### config.mk
export PLATFORM = sky130hd
export DESIGN_NAME = ram_arb
export DESIGN_NICKNAME = d
export VERILOG_FILES = /design/src/rtl/ram_arb.sv
export SDC_FILE = /design/constraint.sdc
export NUM_CORES = 1
export LEC_CHECK = 0
export ABC_AREA = 1
export BUFFER_PORTS_ARGS = -buffer_cell sky130_fd_sc_hd__buf_4
export CAP_MARGIN = 40
export CORE_AREA = 2 2 119 121
export CTS_BUF_LIST = sky130_fd_sc_hd__clkbuf_8 sky130_fd_sc_hd__clkbuf_16
export DETAILED_ROUTE_END_ITERATION = 8
export DIE_AREA = 0 0 121 123
export HOLD_SLACK_MARGIN = 0.06
export PLACE_DENSITY = 0.93
export SETUP_SLACK_MARGIN = 0.3
export SYNTH_ARGS = -nofsm -noshare
export SYNTH_HDL_FRONTEND = slang
export SYNTH_SLANG_ARGS = --single-unit
### constraint.sdc
create_clock -name clk_i -period 2.9 [get_ports clk_i]
set_input_delay 0.58 -clock clk_i [delete_from_list [all_inputs] [get_ports clk_i]]
set_output_delay 0.58 -clock clk_i [all_outputs]
set_load 0.02 [all_outputs]
### src/rtl/ram_arb.sv
// Two-requester arbiter sharing one single-port RAM between the host loader and the CPU.
// Grants are decided combinationally each cycle; read data returns to the winner one cycle later.
module ram_arb #(
    parameter int unsigned XLEN      = 32,
    parameter bit          HOST_PRIO = 1'b0
) (
    input  logic            clk_i,
    input  logic            rst_i,
    input  logic            host_lock_i,
    // host loader port
    input  logic            h_req_i,
    input  logic            h_we_i,
    input  logic [XLEN-1:0] h_addr_i,
    input  logic [XLEN-1:0] h_wdata_i,
    input  logic [3:0]      h_byte_en_i,
    output logic            h_gnt_o,
    output logic [XLEN-1:0] h_rdata_o,
    output logic            h_rvld_o,
    // CPU data port
    input  logic            c_req_i,
    input  logic            c_we_i,
    input  logic [XLEN-1:0] c_addr_i,
    input  logic [XLEN-1:0] c_wdata_i,
    input  logic [3:0]      c_byte_en_i,
    output logic            c_gnt_o,
    output logic [XLEN-1:0] c_rdata_o,
    output logic            c_rvld_o,
    // RAM port
    output logic            mem_en_o,
    output logic [3:0]      mem_we_o,
    output logic [XLEN-1:0] mem_addr_o,
    output logic [XLEN-1:0] mem_wdata_o,
    input  logic [XLEN-1:0] mem_rdata_i
);

    typedef enum logic {
        OWN_HOST = 1'b0,
        OWN_CPU  = 1'b1
    } owner_e;

    owner_e          last_q;
    logic            h_pend_q;
    logic            c_pend_q;
    logic [XLEN-1:0] h_rdata_q;
    logic [XLEN-1:0] c_rdata_q;
    logic [XLEN-1:0] addr_q;
    logic [XLEN-1:0] wdata_q;

    logic            h_elig_c;
    logic            c_elig_c;
    logic            h_win_c;
    logic            c_win_c;

    // Arbitration: lock masks the CPU, conflicts go to the host or to whoever did not win last
    always_comb begin
        h_elig_c = h_req_i & ~rst_i;
        c_elig_c = c_req_i & ~host_lock_i & ~rst_i;
        h_win_c  = h_elig_c & (~c_elig_c | HOST_PRIO | (last_q == OWN_CPU));
        c_win_c  = c_elig_c & ~h_win_c;
    end

    // RAM port mux; address and write data hold their last driven value when idle
    always_comb begin
        mem_en_o    = 1'b0;
        mem_we_o    = 4'b0000;
        mem_addr_o  = addr_q;
        mem_wdata_o = wdata_q;
        if (h_win_c) begin
            mem_en_o    = 1'b1;
            mem_we_o    = h_we_i ? h_byte_en_i : 4'b0000;
            mem_addr_o  = h_addr_i;
            mem_wdata_o = h_wdata_i;
        end else if (c_win_c) begin
            mem_en_o    = 1'b1;
            mem_we_o    = c_we_i ? c_byte_en_i : 4'b0000;
            mem_addr_o  = c_addr_i;
            mem_wdata_o = c_wdata_i;
        end
    end

    // Grant outputs and read return; a pending return is suppressed while reset is asserted
    always_comb begin
        h_gnt_o   = h_win_c;
        c_gnt_o   = c_win_c;
        h_rvld_o  = h_pend_q & ~rst_i;
        c_rvld_o  = c_pend_q & ~rst_i;
        h_rdata_o = h_rvld_o ? mem_rdata_i : h_rdata_q;
        c_rdata_o = c_rvld_o ? mem_rdata_i : c_rdata_q;
    end

    // Last winner, read-pending owner, held read data and held RAM address/data
    always_ff @(posedge clk_i) begin
        if (rst_i) begin
            last_q    <= OWN_CPU;
            h_pend_q  <= 1'b0;
            c_pend_q  <= 1'b0;
            h_rdata_q <= '0;
            c_rdata_q <= '0;
            addr_q    <= '0;
            wdata_q   <= '0;
        end else begin
            if (h_win_c || c_win_c) begin
                last_q  <= h_win_c ? OWN_HOST : OWN_CPU;
                addr_q  <= mem_addr_o;
                wdata_q <= mem_wdata_o;
            end
            h_pend_q <= h_win_c & ~h_we_i;
            c_pend_q <= c_win_c & ~c_we_i;
            if (h_pend_q) begin
                h_rdata_q <= mem_rdata_i;
            end
            if (c_pend_q) begin
                c_rdata_q <= mem_rdata_i;
            end
        end
    end

endmodule

Word level (Yosys, flattened, before mapping)
Index checks and enable logic that the tools add are counted.

cells by class
  mux-type cells = 13
  bitwise gates (word level) = 16
  reductions and logical operators = 1

operators by type and width
  kind              number
  $mux 32           6
  $mux 4            4
  $and 1x1->1       9
  $not 1->1         6
  $mux 1            3
  $logic_or 1x1->1  1
  $or 1x1->1        1

storage, ports and cells
  register bits = 131
  input port bits = 175
  output and inout bits = 137
  word-level logic and storage cells = 37

Longest topological paths before layout
Gate-level depths: netlist of the first run.

  depth after elaboration = 10
  gate-level depth with buffers = 9
  depth with buffers taken out = 7

Worst setup path after synthesis of the first run
No wires, ideal clock.

  path type = input -> output
  from = input port host_lock_i
  to = output port mem_we_o[0]
  arrival time = 1.545 ns
  setup slack = 0.775 ns
  stages on the path = 6
  path buffers = 1
  cells stage by stage = inv_1 -> nand2_1 -> nor2_1 -> o21ai_2 -> buf_2 -> o21ai_0

on the way
  word-level cells in the longest chain between the ends = 10

RTL lines
  element                       line  source
  start: declaration            9     input logic host_lock_i,
  $not 1->1 (*)                 57    c_elig_c = c_req_i & ~host_lock_i & ~rst_i;
  $and 1x1->1 (*) (2 in a row)  57
  $not 1->1                     58    h_win_c = h_elig_c & (~c_elig_c | HOST_PRIO | (last_q == OWN_CPU));
  $or 1x1->1                    58
  $and 1x1->1                   58
  $not 1->1                     59    c_win_c = c_elig_c & ~h_win_c;
  $and 1x1->1                   59
  $mux 4                        73    end else if (c_win_c) begin
  $mux 4 (*)                    68    if (h_win_c) begin
  end: declaration              30    output logic [3:0] mem_we_o,

Mark *: on every way between the ends. The rest lies on a longest branch, timed or not.

Worst setup path after layout of the first run
  from = input port rst_i
  to = output port mem_we_o[2]

on the way
  word-level cells in the longest chain between the ends = 9
  elaborated cells between the ends (all ways) = 10
  classes of those cells = 2 x mux; 8 x bitwise

RTL lines
  element             line    source
  start: declaration  8       input logic rst_i,
  $not 1->1 (*)       56, 57
  $and 1x1->1         57
  $not 1->1           58
  $or 1x1->1          58
  $and 1x1->1         58
  $not 1->1           59
  $and 1x1->1         59
  $mux 4              73
  $mux 4 (*)          68

Marks and branches as above.

==> results.sh, run 1 <==
export IMPL_netlist_area_um2=6330
export IMPL_cpMaxStageDelayCell="buf_4"
export IMPL_path_cells="buf_4 > inv_2 > nand2_2 > inv_2 > buf_4 > nand2_1 > inv_1 > nand3_1 > o21ai_0 > buf_4"
export IMPL_grt_max_degree=66
export IMPL_clk_latency_ns=0.41
export IMPL_placed_cell_area_um2=8760
export IMPL_vias_per_cell=4.86
export IMPL_rr_endpoint="addr_q[6]"
export IMPL_port_buffers=311
export IMPL_core_um2=13600
export IMPL_worstSetupPathType="input pin to output pin"
export IMPL_antenna_cells=0
export IMPL_tritoncts="yes"
export IMPL_grtUsageTotal_pct=26.2
export IMPL_cp_max_fo=19
export IMPL_numCtsBuffers=17
export IMPL_layout_nets=1455
export IMPL_final_hold_viol_count=0
export IMPL_yosysWarnings=0
export IMPL_via_count=7156
export IMPL_crit_required_ns=2.32
export IMPL_drtPass1Iterations=5
export IMPL_max_stage_delay_ns=0.25
export IMPL_cp_arrival_ns=1.91
export IMPL_cp_start_kind="input pin"
export IMPL_reg2regPathDepth=7
export IMPL_syn_nets=1171
export IMPL_stdcell_area_um2=9400
export IMPL_syn_instance_count=996
export IMPL_relSlewSlack_pct=66.4
export IMPL_tightest_slew_ns=0.505
export IMPL_synthDistinctLibCells=15
export IMPL_hpwl_mm=14.3
export IMPL_vdd_drop_max_mv=0.304
export IMPL_ctsResizeCount=0
export IMPL_initial_core_util_pct=46.5
export IMPL_cts_hold_buf=0
export IMPL_setup_tns_ns=0
export IMPL_avgSynthCellArea_um2=6.35
export IMPL_routedWlPerCell_um=13.4
export IMPL_dr_first_iter_drc_count=426
export IMPL_ys_ff_latch=131
export IMPL_regToRegSetupSlack_ns=1.58
export IMPL_overflow=0
export IMPL_worstReg2RegStart="last_q"
export IMPL_die_h_um=123
export IMPL_clockRootBuffer="clkbuf_16"
export IMPL_power_leakage_nw=5.21
export IMPL_drv_slew=0
export IMPL_routed_wl_mm=19.8
export IMPL_postCtsSetupRepairBufs=0
export IMPL_pwr_density_cell_nw_per_um2=548
export IMPL_max_freq_mhz=402
export IMPL_fin_cells=1473
export IMPL_num_rows=43
export IMPL_dp_cells=1441
export IMPL_die_x_um=121
export IMPL_seq_area_frac_synth_pct=41.4
export IMPL_grt_pass1_vias=6703
export IMPL_fin_worst_skew_ns=0.0127
export IMPL_clock_path_buffers=2
export IMPL_hold_path_class="input pin to register"
export IMPL_drc_errors=0
export IMPL_layout_commonest_cell="buf_4"
export IMPL_gp_congestion=0.850
export IMPL_period_share_pct=85.8
export IMPL_fin_crit_ns=2.49
export IMPL_grt_pass1_wl_mm=30.9
export IMPL_antenna_found_initial=1
export IMPL_final_cell_mix="buf_4, inv_1, nor2_1, nand2_1"
export IMPL_die_area_um2=14900
export IMPL_antenna_left=0
export IMPL_cts_max_level=4
export IMPL_setup_viol=0
export IMPL_hold_path_endpoint="c_pend_q"
export IMPL_whs_path_depth=2
export IMPL_rsz0062_at_grt="no"
export IMPL_maxCapViolCount=0
export IMPL_syn2layout_area_growth_pct=48.6
export IMPL_drive_above_1_share_pct=28.4
export IMPL_cts_sinks=131
export IMPL_min_from="c_we_i"
export IMPL_clk_pin_slew_ns=0.05
export IMPL_critPathCaptureType="output pin"
export IMPL_pin_count=312
export IMPL_crit_top_cell="buf_4"
export IMPL_status="finished, final reports clean"
where the power goes:
| group | total [mW] | switching, mW | leakage [nW] | internal (mW) |
|---|---|---|---|---|
| Clock | 2.29 | 0.785 | 0.312 | 1.51 |
| Sequential | 1.90 | 0.0208 | 1.07 | 1.88 |
| Combinational | 0.962 | 0.537 | 3.83 | 0.425 |
| Total | 5.15 | 1.34 | 5.21 | 3.81 |
layer usage:
| metal | up-vias | global-route usage, % | share of wire (%) | wire length (um) |
|---|---|---|---|---|
| met4 | 2 | 13.7 | 3.9 | 771 |
| met5 | - | 0 | 0.081 | 16 |
| met1 | 3157 | 27.8 | 37 | 7400 |
| li1 | 3608 | - | - | - |
| met2 | 330 | 45.9 | 49 | 9660 |
| met3 | 59 | 9.18 | 9.8 | 1950 |
worst max-delay path by stage:
| stage | startpoint | end | slack, ns |
|---|---|---|---|
| after floorplan | host_lock_i | mem_we_o[0] | 0.77 |
| after global placement | rst_i | mem_we_o[2] | 0.48 |
| after detailed placement | rst_i | mem_we_o[2] | 0.45 |
| after CTS | rst_i | mem_we_o[2] | 0.44 |
| after global routing | rst_i | mem_we_o[3] | 0.31 |
| final | rst_i | mem_we_o[2] | 0.41 |
stage by stage:
step	hold WS [ns]	utilization [%]	worst slack, ns	power [mW]
global placement	0.457	64.1	0.481	2.87
detailed placement	0.460	64.3	0.448	2.90
floorplan	0.444	-	0.775	2.43
CTS	0.361	69.1	0.441	5.19
finish	0.387	69.1	0.411	5.15
global route	0.373	69.1	0.311	5.38
state kept, by name, summed over array words and instances, names as in the netlist:
name,cells
addr_q,32
h_rdata_q,32
h_pend_q,1
c_pend_q,1
c_rdata_q,32
wdata_q,32
last_q,1
final cells by class:
cell class,instances,area (um2)
tap,180,225
sequential,131,2620
inverter,200,751
fill,1109,4210
clock inverter,12,176
timing repair buffer,327,2520
clock buffer,20,467
multi-input combinational,603,2640
cell families (layout without fill, tap and decap cells):
| logic type | after synthesis | in the layout | synth area share [%] |
|---|---|---|---|
| compound gates | 134 | 134 | 10.7 |
| buf+inv | 262 | 559 | 17.3 |
| flops | 131 | 131 | 41.4 |
| simple gates | 469 | 469 | 30.5 |
cell usage after synthesis:
| cell type | n | area share [%] |
|---|---|---|
| dfxtp_1 | 131 | 41 |
| o211ai_1 | 1 | 0.12 |
| buf_1 | 1 | 0.059 |
| nand2_1 | 137 | 8.1 |
| buf_2 | 22 | 1.7 |
| clkbuf_1 | 22 | 1.3 |
| buf_6 | 6 | 1.1 |
| inv_1 | 198 | 12 |
| buf_4 | 11 | 1.3 |
| o21ai_2 | 1 | 0.14 |
| o21ai_0 | 132 | 10 |
| nand3_1 | 134 | 11 |
| nand2_2 | 1 | 0.099 |
| nor2_1 | 197 | 12 |
| inv_2 | 2 | 0.12 |
critical path: cells and delay by family:
kind	cells	cell delay [ns]
AO/OA/AOI/OAI	1	0.09
buffers and inverters	6	0.95
AND/OR/NAND/NOR	3	0.28
Note: power is estimated with default switching activity, not from simulation.
==> run 2: changes to the inputs <==
- clock period: 2.9 -> 3 ns (I/O delays scaled with it)
==> run 2 against run 1 <==
  * Global-route usage hardly changed
  * First-iteration DRC count is 17% higher
  * Core utilization is 0.39 points higher
  * Setup slack better by 0.047 ns
  * Final area is 0.56% higher
  * Cell count hardly changed
  * Combinational power is 2.8% lower
  * Power is 0.62% lower
  * Sequential power is 3% lower
  * Hold slack better by 0.019 ns
  * Clock-buffer cell count is 2 lower
  * Critical endpoint is now mem_wdata_o[30]
==> results.sh, run 2 (synthesis gave the netlist of run 1 again) <==
export IMPL_layout_commonest_cell="buf_4"
export IMPL_critPathCaptureType="output pin"
export IMPL_port_buffers=311
export IMPL_p_clk_share_pct=45.9
export IMPL_cts_sinks=131
export IMPL_pin_count=312
export IMPL_worst_hold_slack_ns=0.406
export IMPL_grt_pass1_wl_mm=30.8
export IMPL_cts_max_level=4
export IMPL_clock_path_buffers=2
export IMPL_num_rows=43
export IMPL_cpMaxStageDelayCell="buf_4"
export IMPL_antenna_found_initial=0
export IMPL_fin_worst_skew_ns=0.0100
export IMPL_pwr_density_cell_nw_per_um2=542
export IMPL_final_cell_mix="buf_4, inv_1, nor2_1, nand2_1"
export IMPL_hold_path_class="input pin to register"
export IMPL_stdcell_area_um2=9450
export IMPL_maxCapViolCount=0
export IMPL_max_stage_delay_ns=0.31
export IMPL_pre_cts_ws_ns=0.494
export IMPL_grtUsageTotal_pct=26.2
export IMPL_period_share_pct=84.7
export IMPL_dr_first_iter_drc_count=500
export IMPL_clk_latency_ns=0.41
export IMPL_crit_required_ns=2.40
export IMPL_p_comb_share_pct=18.2
export IMPL_setup_viol=0
export IMPL_max_freq_mhz=393
export IMPL_setup_tns_ns=0
export IMPL_fill_cells=1089
export IMPL_drv_slew=0
export IMPL_cp_start_kind="input pin"
export IMPL_relSlewSlack_pct=66.8
export IMPL_power_frac_seq_pct=35.9
export IMPL_vias_per_cell=4.89
export IMPL_die_area_um2=14900
export IMPL_final_hold_viol_count=0
export IMPL_postCtsSetupRepairBufs=0
export IMPL_worstSetupPathType="input pin to output pin"
export IMPL_initial_core_util_pct=46.5
export IMPL_tightest_slew_ns=0.499
export IMPL_gp_congestion=0.846
export IMPL_vdd_drop_max_mv=0.317
export IMPL_routedWlPerCell_um=13.7
export IMPL_cp_max_fo=24
export IMPL_tritoncts="yes"
export IMPL_routed_wl_mm=20.2
export IMPL_drtPass1Iterations=7
export IMPL_path_cells="buf_4 > inv_2 > nand2_2 > o21ai_4 > buf_4 > nor2_1 > nor2_1 > inv_1 > buf_4"
export IMPL_setup_slack_ns=0.458
export IMPL_fin_crit_ns=2.54
export IMPL_overflow=0
export IMPL_layout_nets=1455
export IMPL_ctsResizeCount=0
export IMPL_clockRootBuffer="clkbuf_16"
export IMPL_cts_hold_buf=0
export IMPL_die_x_um=121
export IMPL_die_h_um=123
export IMPL_power_leakage_nw=5.24
export IMPL_internal_power_mw=3.81
export IMPL_p_total_mw=5.12
export IMPL_antenna_cells=0
export IMPL_p_sw_mw=1.31
export IMPL_cp_arrival_ns=1.94
export IMPL_numCtsBuffers=17
export IMPL_placed_cell_area_um2=8780
export IMPL_crit_top_cell="buf_4"
export IMPL_hpwl_mm=14.4
export IMPL_syn2layout_area_growth_pct=49.4
export IMPL_status="finished, final reports clean"
export IMPL_core_um2=13600
export IMPL_clk_pin_slew_ns=0.05
export IMPL_via_count=7201
export IMPL_drc_errors=0
export IMPL_grt_pass1_vias=6675
export IMPL_grt_max_degree=66
export IMPL_swShare_pct=25.6
export IMPL_antenna_left=0
export IMPL_rsz0062_at_grt="no"
export IMPL_drive_above_1_share_pct=28.3
==> run 2: area by class of cell <==
cell class                 instances  area, um2  share of cell area, %
clock inverter                    13        231                   2.45
tap                              180        225                   2.38
clock buffer                      18        439                   4.65
multi-input combinational        603       2640                   27.9
sequential                       131       2620                   27.7
timing repair buffer             327       2540                   26.9
inverter                         200        751                   7.94
==> run 2: routing by layer <==
layer  track usage [%]  part of all wire (%)  vias up
met3              9.27                   9.9       52
met5                 0                     0        -
li1                  -                     -     3600
met4              12.5                   3.3        0
met2              46.4                    51      324
met1              27.8                    36     3225
==> run 2: metrics by stage <==
stage                     utilization (%)  cells
after floorplan                         -    996
after global placement               64.2   1439
after detailed placement             64.5   1441
after CTS                            69.5   1472
after global routing                 69.5   1472
final                                69.5   1472
==> run 2: path summary, 6_finish.rpt <==
check | slack, ns | from | endpoint | depth (start not counted)
hold / removal | 0.41 | c_we_i | c_pend_q | 2
hold reg to reg | 0.47 | c_rdata_q[1] | c_rdata_q[1] | 2
setup reg to reg | 1.65 | last_q | wdata_q[30] | 6
setup / recovery | 0.46 | rst_i | mem_wdata_o[30] | 9
==> run 2: power by group through the flow <==
stage	Clock (mW)	Combinational, mW	Sequential [mW]
6_report	2.35	0.935	1.84
5_1_grt	2.47	1.01	1.84
4_1_cts	2.39	0.937	1.84
3_5_place_dp	0	0.929	1.87
3_3_place_gp	0	0.905	1.87
2_1_floorplan	0	0.478	1.87
==> run 2: worst max-delay path, delay by kind of cell <==
kind                   cells  cell delay, ns
AOI/OAI and AO/OA          1            0.18
buffers and inverters      5            0.79
and+or+nand+nor            3            0.35
